$ cat src/rtl/fft_pkg.sv
// Shared Q6.10 complex fixed-point types, rounding and narrowing helpers for the FFT butterflies.
// Narrowing saturates when DIF_BFLY_SAT_EN is defined, otherwise wraps to the low 16 bits.
package fft_pkg;

    localparam int unsigned FRAC_BITS = 10;
    localparam int unsigned CW        = 16;
    localparam int unsigned WIDE_W    = 2 * CW + 2;

    localparam logic signed [WIDE_W-1:0] CMP_MAX = 34'sd32767;
    localparam logic signed [WIDE_W-1:0] CMP_MIN = -34'sd32768;

    typedef struct packed {
        logic signed [CW-1:0] re;
        logic signed [CW-1:0] im;
    } cplx_t;

    // Add half an LSB then shift: ties round toward +inf.
    function automatic logic signed [WIDE_W-1:0] round_shr(
        input logic signed [WIDE_W-1:0] x,
        input int unsigned              fb
    );
        logic signed [WIDE_W-1:0] half;
        half = {{(WIDE_W-1){1'b0}}, 1'b1} << (fb - 1);
        return (x + half) >>> fb;
    endfunction

    function automatic logic [CW-1:0] narrow(input logic signed [WIDE_W-1:0] x);
`ifdef DIF_BFLY_SAT_EN
        if (x > CMP_MAX) begin
            return 16'h7FFF;
        end else if (x < CMP_MIN) begin
            return 16'h8000;
        end else begin
            return x[CW-1:0];
        end
`else
        return x[CW-1:0];
`endif
    endfunction

endpackage

$ cat src/rtl/complex_mult_q610.sv
// Two-stage pipelined complex multiply (17-bit D by Q6.10 twiddle) with rounding and narrowing.
// Carries an opaque sideband word alongside so callers can keep companion data aligned.
module complex_mult_q610
    import fft_pkg::*;
#(
    parameter int unsigned FRAC_BITS = fft_pkg::FRAC_BITS,
    parameter int unsigned SIDE_W    = 1
) (
    input  logic                clk_i,
    input  logic                rst_i,
    input  logic                en_i,
    input  logic                valid_i,
    input  logic signed [CW:0]  d_re_i,
    input  logic signed [CW:0]  d_im_i,
    input  cplx_t               w_i,
    input  logic [SIDE_W-1:0]   side_i,
    output logic                valid_o,
    output cplx_t               z_o,
    output logic [SIDE_W-1:0]   side_o
);

    localparam int unsigned PW = 2 * CW + 1;

    logic                     v2_q;
    logic signed [PW-1:0]     pp_rr_q;
    logic signed [PW-1:0]     pp_ii_q;
    logic signed [PW-1:0]     pp_ri_q;
    logic signed [PW-1:0]     pp_ir_q;
    logic [SIDE_W-1:0]        side2_q;

    logic                     v3_q;
    cplx_t                    z_q;
    cplx_t                    z_d;
    logic [SIDE_W-1:0]        side3_q;

    logic signed [WIDE_W-1:0] zr_full;
    logic signed [WIDE_W-1:0] zi_full;

    always_comb begin
        zr_full = WIDE_W'(pp_rr_q) - WIDE_W'(pp_ii_q);
        zi_full = WIDE_W'(pp_ri_q) + WIDE_W'(pp_ir_q);
        z_d.re  = narrow(round_shr(zr_full, FRAC_BITS));
        z_d.im  = narrow(round_shr(zi_full, FRAC_BITS));
    end

    always_ff @(posedge clk_i or posedge rst_i) begin
        if (rst_i) begin
            v2_q    <= 1'b0;
            pp_rr_q <= '0;
            pp_ii_q <= '0;
            pp_ri_q <= '0;
            pp_ir_q <= '0;
            side2_q <= '0;
            v3_q    <= 1'b0;
            z_q     <= '0;
            side3_q <= '0;
        end else if (en_i) begin
            v2_q <= valid_i;
            if (valid_i) begin
                pp_rr_q <= $signed(d_re_i) * $signed(w_i.re);
                pp_ii_q <= $signed(d_im_i) * $signed(w_i.im);
                pp_ri_q <= $signed(d_re_i) * $signed(w_i.im);
                pp_ir_q <= $signed(d_im_i) * $signed(w_i.re);
                side2_q <= side_i;
            end
            // Output register only loads on a real result so bubbles leave Y/Z untouched.
            v3_q <= v2_q;
            if (v2_q) begin
                z_q     <= z_d;
                side3_q <= side2_q;
            end
        end
    end

    assign valid_o = v3_q;
    assign z_o     = z_q;
    assign side_o  = side3_q;

endmodule

$ cat src/rtl/dif_butterfly_unit.sv
// Decimation-in-frequency radix-2 butterfly: Y = A + B, Z = (A - B) * w, three-cycle pipeline.
// Output narrowing controlled by DIF_BFLY_SAT_EN (saturate when defined, wrap otherwise).
module dif_butterfly_unit
    import fft_pkg::*;
#(
    parameter int unsigned FRAC_BITS = fft_pkg::FRAC_BITS,
    parameter int unsigned LATENCY   = 3
) (
    input  logic        Clk,
    input  logic        Rst,
    input  logic        in_valid,
    output logic        in_ready,
    input  logic [31:0] A,
    input  logic [31:0] B,
    input  logic [31:0] w,
    output logic        out_valid,
    input  logic        out_ready,
    output logic [31:0] Y,
    output logic [31:0] Z
);

    if (LATENCY != 3) begin : g_latency_fixed
        $error("dif_butterfly_unit: LATENCY is fixed at 3");
    end

    localparam int unsigned SW = 2 * (CW + 1);

    cplx_t                a_in;
    cplx_t                b_in;
    logic                 stall;

    logic signed [CW:0]   sum_re_d;
    logic signed [CW:0]   sum_im_d;
    logic signed [CW:0]   dif_re_d;
    logic signed [CW:0]   dif_im_d;

    logic                 v1_q;
    logic signed [CW:0]   sum_re_q;
    logic signed [CW:0]   sum_im_q;
    logic signed [CW:0]   dif_re_q;
    logic signed [CW:0]   dif_im_q;
    cplx_t                w1_q;

    logic [SW-1:0]        side_out;
    logic signed [CW:0]   y_re;
    logic signed [CW:0]   y_im;
    cplx_t                z_out;

    assign a_in = A;
    assign b_in = B;

    // Global stall: every stage freezes while the output is held.
    assign stall    = out_valid & ~out_ready;
    assign in_ready = ~stall;

    always_comb begin
        sum_re_d = {a_in.re[CW-1], a_in.re} + {b_in.re[CW-1], b_in.re};
        sum_im_d = {a_in.im[CW-1], a_in.im} + {b_in.im[CW-1], b_in.im};
        dif_re_d = {a_in.re[CW-1], a_in.re} - {b_in.re[CW-1], b_in.re};
        dif_im_d = {a_in.im[CW-1], a_in.im} - {b_in.im[CW-1], b_in.im};
    end

    always_ff @(posedge Clk or posedge Rst) begin
        if (Rst) begin
            v1_q     <= 1'b0;
            sum_re_q <= '0;
            sum_im_q <= '0;
            dif_re_q <= '0;
            dif_im_q <= '0;
            w1_q     <= '0;
        end else if (!stall) begin
            v1_q <= in_valid;
            if (in_valid) begin
                sum_re_q <= sum_re_d;
                sum_im_q <= sum_im_d;
                dif_re_q <= dif_re_d;
                dif_im_q <= dif_im_d;
                w1_q     <= w;
            end
        end
    end

    complex_mult_q610 #(
        .FRAC_BITS (FRAC_BITS),
        .SIDE_W    (SW)
    ) u_cmul (
        .clk_i   (Clk),
        .rst_i   (Rst),
        .en_i    (~stall),
        .valid_i (v1_q),
        .d_re_i  (dif_re_q),
        .d_im_i  (dif_im_q),
        .w_i     (w1_q),
        .side_i  ({sum_re_q, sum_im_q}),
        .valid_o (out_valid),
        .z_o     (z_out),
        .side_o  (side_out)
    );

    // Y sums ride the multiplier pipeline at full 17 bits and are narrowed off the final register.
    assign y_re = side_out[SW-1:CW+1];
    assign y_im = side_out[CW:0];
    assign Y    = {narrow(WIDE_W'(y_re)), narrow(WIDE_W'(y_im))};
    assign Z    = z_out;

endmodule

$ cat config.mk
export PLATFORM = sky130hd
export DESIGN_NAME = dif_butterfly_unit
export DESIGN_NICKNAME = d
export VERILOG_FILES = /design/src/rtl/fft_pkg.sv /design/src/rtl/complex_mult_q610.sv /design/src/rtl/dif_butterfly_unit.sv
export SDC_FILE = /design/constraint.sdc
export NUM_CORES = 2
export LEC_CHECK = 0
export ABC_AREA = 1
export CORE_ASPECT_RATIO = 2
export CORE_MARGIN = 3
export CORE_UTILIZATION = 45
export CTS_BUF_LIST = sky130_fd_sc_hd__clkbuf_2
export DETAILED_ROUTE_END_ITERATION = 10
export DONT_BUFFER_PORTS = 1
export PLACE_DENSITY = 0.6
export SKIP_CTS_REPAIR_TIMING = 1
export SLEW_MARGIN = 20
export SYNTH_ARGS = -nofsm -noshare
export SYNTH_HDL_FRONTEND = slang
export SYNTH_SLANG_ARGS = --single-unit
$ cat constraint.sdc
create_clock -name Clk -period 28.5 [get_ports Clk]
set_clock_uncertainty 0.1 [all_clocks]
set_input_delay 4.275 -clock Clk [delete_from_list [all_inputs] [get_ports Clk]]
set_output_delay 4.275 -clock Clk [all_outputs]
set_load 0.01 [all_outputs]
After elaboration in Yosys (flattened, before gate mapping)
Cells that the tools add are included.
{"block": "totals", "ff_bits": 304, "in_bits": 100}
{"block": "op_classes", "add_sub_neg": 8, "mul": 4, "bitwise": 3, "reduce_logical": 3}
{"operator": "17-bit by 16-bit multiplier with 26-bit output", "n": 4}
{"operator": "26-bit by 11-bit adder with 26-bit output (second input constant)", "n": 2}
{"operator": "16-bit by 16-bit subtractor with 17-bit output", "n": 2}
{"operator": "26-bit adder", "n": 1}
{"operator": "26-bit subtractor", "n": 1}
{"operator": "16-bit by 16-bit adder with 17-bit output", "n": 1}
{"operator": "16-bit adder", "n": 1}
{"operator": "2-bit AND reduction", "n": 3}
{"operator": "1-bit inverter", "n": 2}
{"operator": "1-bit bitwise AND", "n": 1}

Longest topological paths before layout
{"block": "logic_depth", "word_depth": 4, "ltp_mapped": 29, "depth_no_buf": 28}

Hierarchy
From an unflattened synthesis, not the netlist that was laid out.
{"block": "unflattened", "cells_unflattened": 7365, "area_unflattened_um2": 54412.2}
{"mod": "complex_mult_q610", "n_inst": 1, "cells_per_inst": 6220, "area_each_um2": 46821.2, "seq_area_each_um2": 5154.9}
{"mod": "dif_butterfly_unit", "n_inst": 1, "cells_per_inst": 1145, "area_each_um2": 7591.0, "seq_area_each_um2": 2477.4}

Worst setup path before layout
No wires, ideal clock.
{"block": "synth_timing", "kind": "input to output", "from": "input out_ready", "to": "output in_ready", "arrival_time_ns": 4.537, "slack_ns": 19.588, "cell_stages": 2, "cell_sequence": "nor2_1 inv_2"}
{"block": "synth_between", "elab_chain_len": 3}
{"item": "start, declared", "line": "dif_butterfly_unit.sv:17", "rtl": "input logic out_ready,"}
{"item": "1-bit inverter", "line": "dif_butterfly_unit.sv:53", "rtl": "assign stall = out_valid & ~out_ready;"}
{"item": "1-bit bitwise AND", "line": "dif_butterfly_unit.sv:53"}
{"item": "1-bit inverter (no source line)"}
{"item": "end, declared", "line": "dif_butterfly_unit.sv:12", "rtl": "output logic in_ready,"}
Every way passes these cells.

Worst setup path after layout
Ends and elaborated chain as after synthesis.

==> flow_summary.toml <==
[routing]
detailroute.via_count = 44200
wl_mm = 164
drcViolationCount = 0
via_per_inst = 5.16
wire_per_inst_um = 19.2
drt_iter0_markers = 2150
ant_nets = 0
dr.pass1.iters = 6

[floorplan]
io_pins = 166
initial_core_util = 0.455
die_w_um = 250
die_area_mm2 = 0.124
core_area_mm2 = 0.118
fp.dieH_um = 495
std_cell_rows = 178

[clock_network]
htree_num_levels = 3
clkTransAtPathRegs_ps = 90
cts-root-buf = "clkbuf_2"
clkLatencyLatePin_ps = 1250
cts_tree = "built"
clock-sinks = 299
cts.path.max_buffers = 3
numCtsBuffers = 76

[timing]
finalWorstPathRequiredPeriod_ps = 9180
worst_slack_ps = 19320
rsz0062_at_grt = "no"
finalCritPeriodShare = 0.322
finalMaxSlewViolations = 0
max_freq_mhz = 109
hold_ws_ps = 387
slew_headroom = 0.304
setup_viol = 0
tightest_slew_ps = 1040
setup_tns_ps = 0
hold_violations = 0

[setup_path]
critical_path_required_ps = 24120
setup.worst_path.start_class = "input port"
worstPathCellList = "nor2_1, inv_2"
crit_type = "input port to primary output"
cp_num_buf_inv = 1
r2r_cells = 24
cp_top_family = "simple AND/OR/NAND/NOR gates"
rr_endpoint = "u_cmul.pp_rr_q[18]"
cp-startpoint = "out_ready"
critPathMaxStageDelay_ps = 360
worst-path-max-fanout = 5
r2r_setup_slack_ps = 21530
timing.critical_path.to = "in_ready"
cp-end-kind = "primary output"
crit_cells = 2
arrival_ps = 4810
r2r-start = "w1_q[23]"
cpMaxStageDelayCell = "nor2_1"

[layout]
finalNetCount = 8398
drive_above_1_share = 0.0442
synthToLayoutAreaGrowth_pct = 3.70
fillers = 12000
fin_area_mm2 = 0.0557

[synthesis]
ys_ff_latch = 299
syn_avg_cell_area_um2 = 7.53
ys_types = 54
yosysSeqAreaShare = 0.139
ys_top_cells_by_count = "nand2_1 (1913), inv_1 (1899), fa_1 (852)"
netlist_area_mm2 = 0.0537
synth.most_common_cell = "nand2_1"
synth_edf_count = 0
synth.net_count = 8548
ys.flop_type = "dfrtp_1"
synthArstFlopShare = 1.00
netlist_top_cells_area = "fa_1 (32%), dfrtp_1 (14%), nand2_1 (13%)"
netlist_instances = 7136
synth_top_area_share = 0.317
yosys_warnings = 0
yosysTopAreaCell = "fa_1"

[global_route]
grt_pass1_vias = 47800
grtUsageTotal = 0.271
grt_pass1_wl_mm = 259
grt_max_degree = 181
grt-ovfl-total = 0
antenna_found_initial = 4

[placement]
gp_congestion = 0.924
place_area_mm2 = 0.0550
port_buffers = 0
place_hpwl_mm = 131
post-place-ws_ps = 19320

[job]
drv_cap = 0

[worst_hold_path]
hold_class = "flip-flop to flip-flop"

[status]
outcome = "completed"
layout make-up:
cell class / instances / area, µm² / area share
Multi-Input combinational cell: 4622 / 37800 / 0.679
Sequential cell: 299 / 7490 / 0.135
Inverter: 1915 / 7200 / 0.129
Tap cell: 1530 / 1910 / 0.0344
Timing Repair Buffer: 72 / 553 / 0.00993
Clock buffer: 101 / 505 / 0.00907
Clock inverter: 23 / 234 / 0.00420
Antenna cell: 2 / 5.00 / 0.0000898
metal layers:
metal | track usage | vias to the layer above | wire length (µm)
met3 | 0.0368 | 512 | 8160
li1 | - | 20700 | -
met5 | 0 | - | 43
met1 | 0.270 | 21600 | 55200
met4 | 0.199 | 6 | 14000
met2 | 0.511 | 1322 | 86900
how the worst min path moves through the flow:
stage / startpoint / to / slack [ps] / depth (start not counted)
final: dif_im_q[12] / dif_im_q[12] / 390 / 2
after global routing: u_cmul.pp_ir_q[17] / u_cmul.pp_ir_q[17] / 410 / 2
after CTS: sum_re_q[5] / u_cmul.side2_q[22] / 390 / 2
after detailed placement: sum_re_q[13] / sum_re_q[13] / 370 / 2
after global placement: u_cmul.pp_rr_q[1] / u_cmul.pp_rr_q[1] / 360 / 2
after floorplan: u_cmul.v2_q / u_cmul.valid_o / 330 / 2
cell families after synthesis:
kind of cell / after synthesis / share of synthesized area
xor+xnor: 82 / 0.0136
buf+inv: 2215 / 0.157
simple gates: 2593 / 0.196
flops: 299 / 0.139
compound gates: 635 / 0.0690
fa+ha+maj: 1312 / 0.425
cell usage in the layout, fill, tap and decap left out, types with 9 or more instances in the layout:
master    count
nand3b_1     14
inv_1      1896
or2_1        21
nor3_1       31
o31ai_1      11
clkbuf_2    101
fa_1        852
nand3_1     210
a31oi_1      85
buf_4        71
o21bai_1     26
nand2_1    1913
inv_2        16
clkinv_1     12
dfrtp_1     290
ha_1        460
a21o_1       18
o21ai_0     228
xnor2_1      38
or2_2        30
dfrtp_2       9
o21ai_1      28
a21oi_1     162
nor2_1      264
o21ai_2      11
a21oi_2      17
xor2_1       42
nand4_1      64
nor4_1       15
registers in the layout, indices dropped and copies added, names as in the netlist:
name / flops
u_cmul.side_o: 32
u_cmul.side2_q: 32
sum_re_q: 16
u_cmul.pp_ii_q: 26
sum_im_q: 16
u_cmul.pp_ir_q: 26
u_cmul.z_o: 32
v1_q: 1
u_cmul.pp_rr_q: 26
w1_q: 32
u_cmul.valid_o: 1
dif_im_q: 16
dif_re_q: 16
u_cmul.pp_ri_q: 26
u_cmul.v2_q: 1
metrics by stage:
stage / util / cells
2_1_floorplan: - / 7136
3_3_place_gp: 0.466 / 8438
3_5_place_dp: 0.466 / 8438
4_1_cts: 0.472 / 8562
5_1_grt: 0.472 / 8564
6_report: 0.472 / 8564
Power is left out: the tool's default activity adds up to more than one toggle a clock period on the data nets, which glitch-free logic cannot reach.
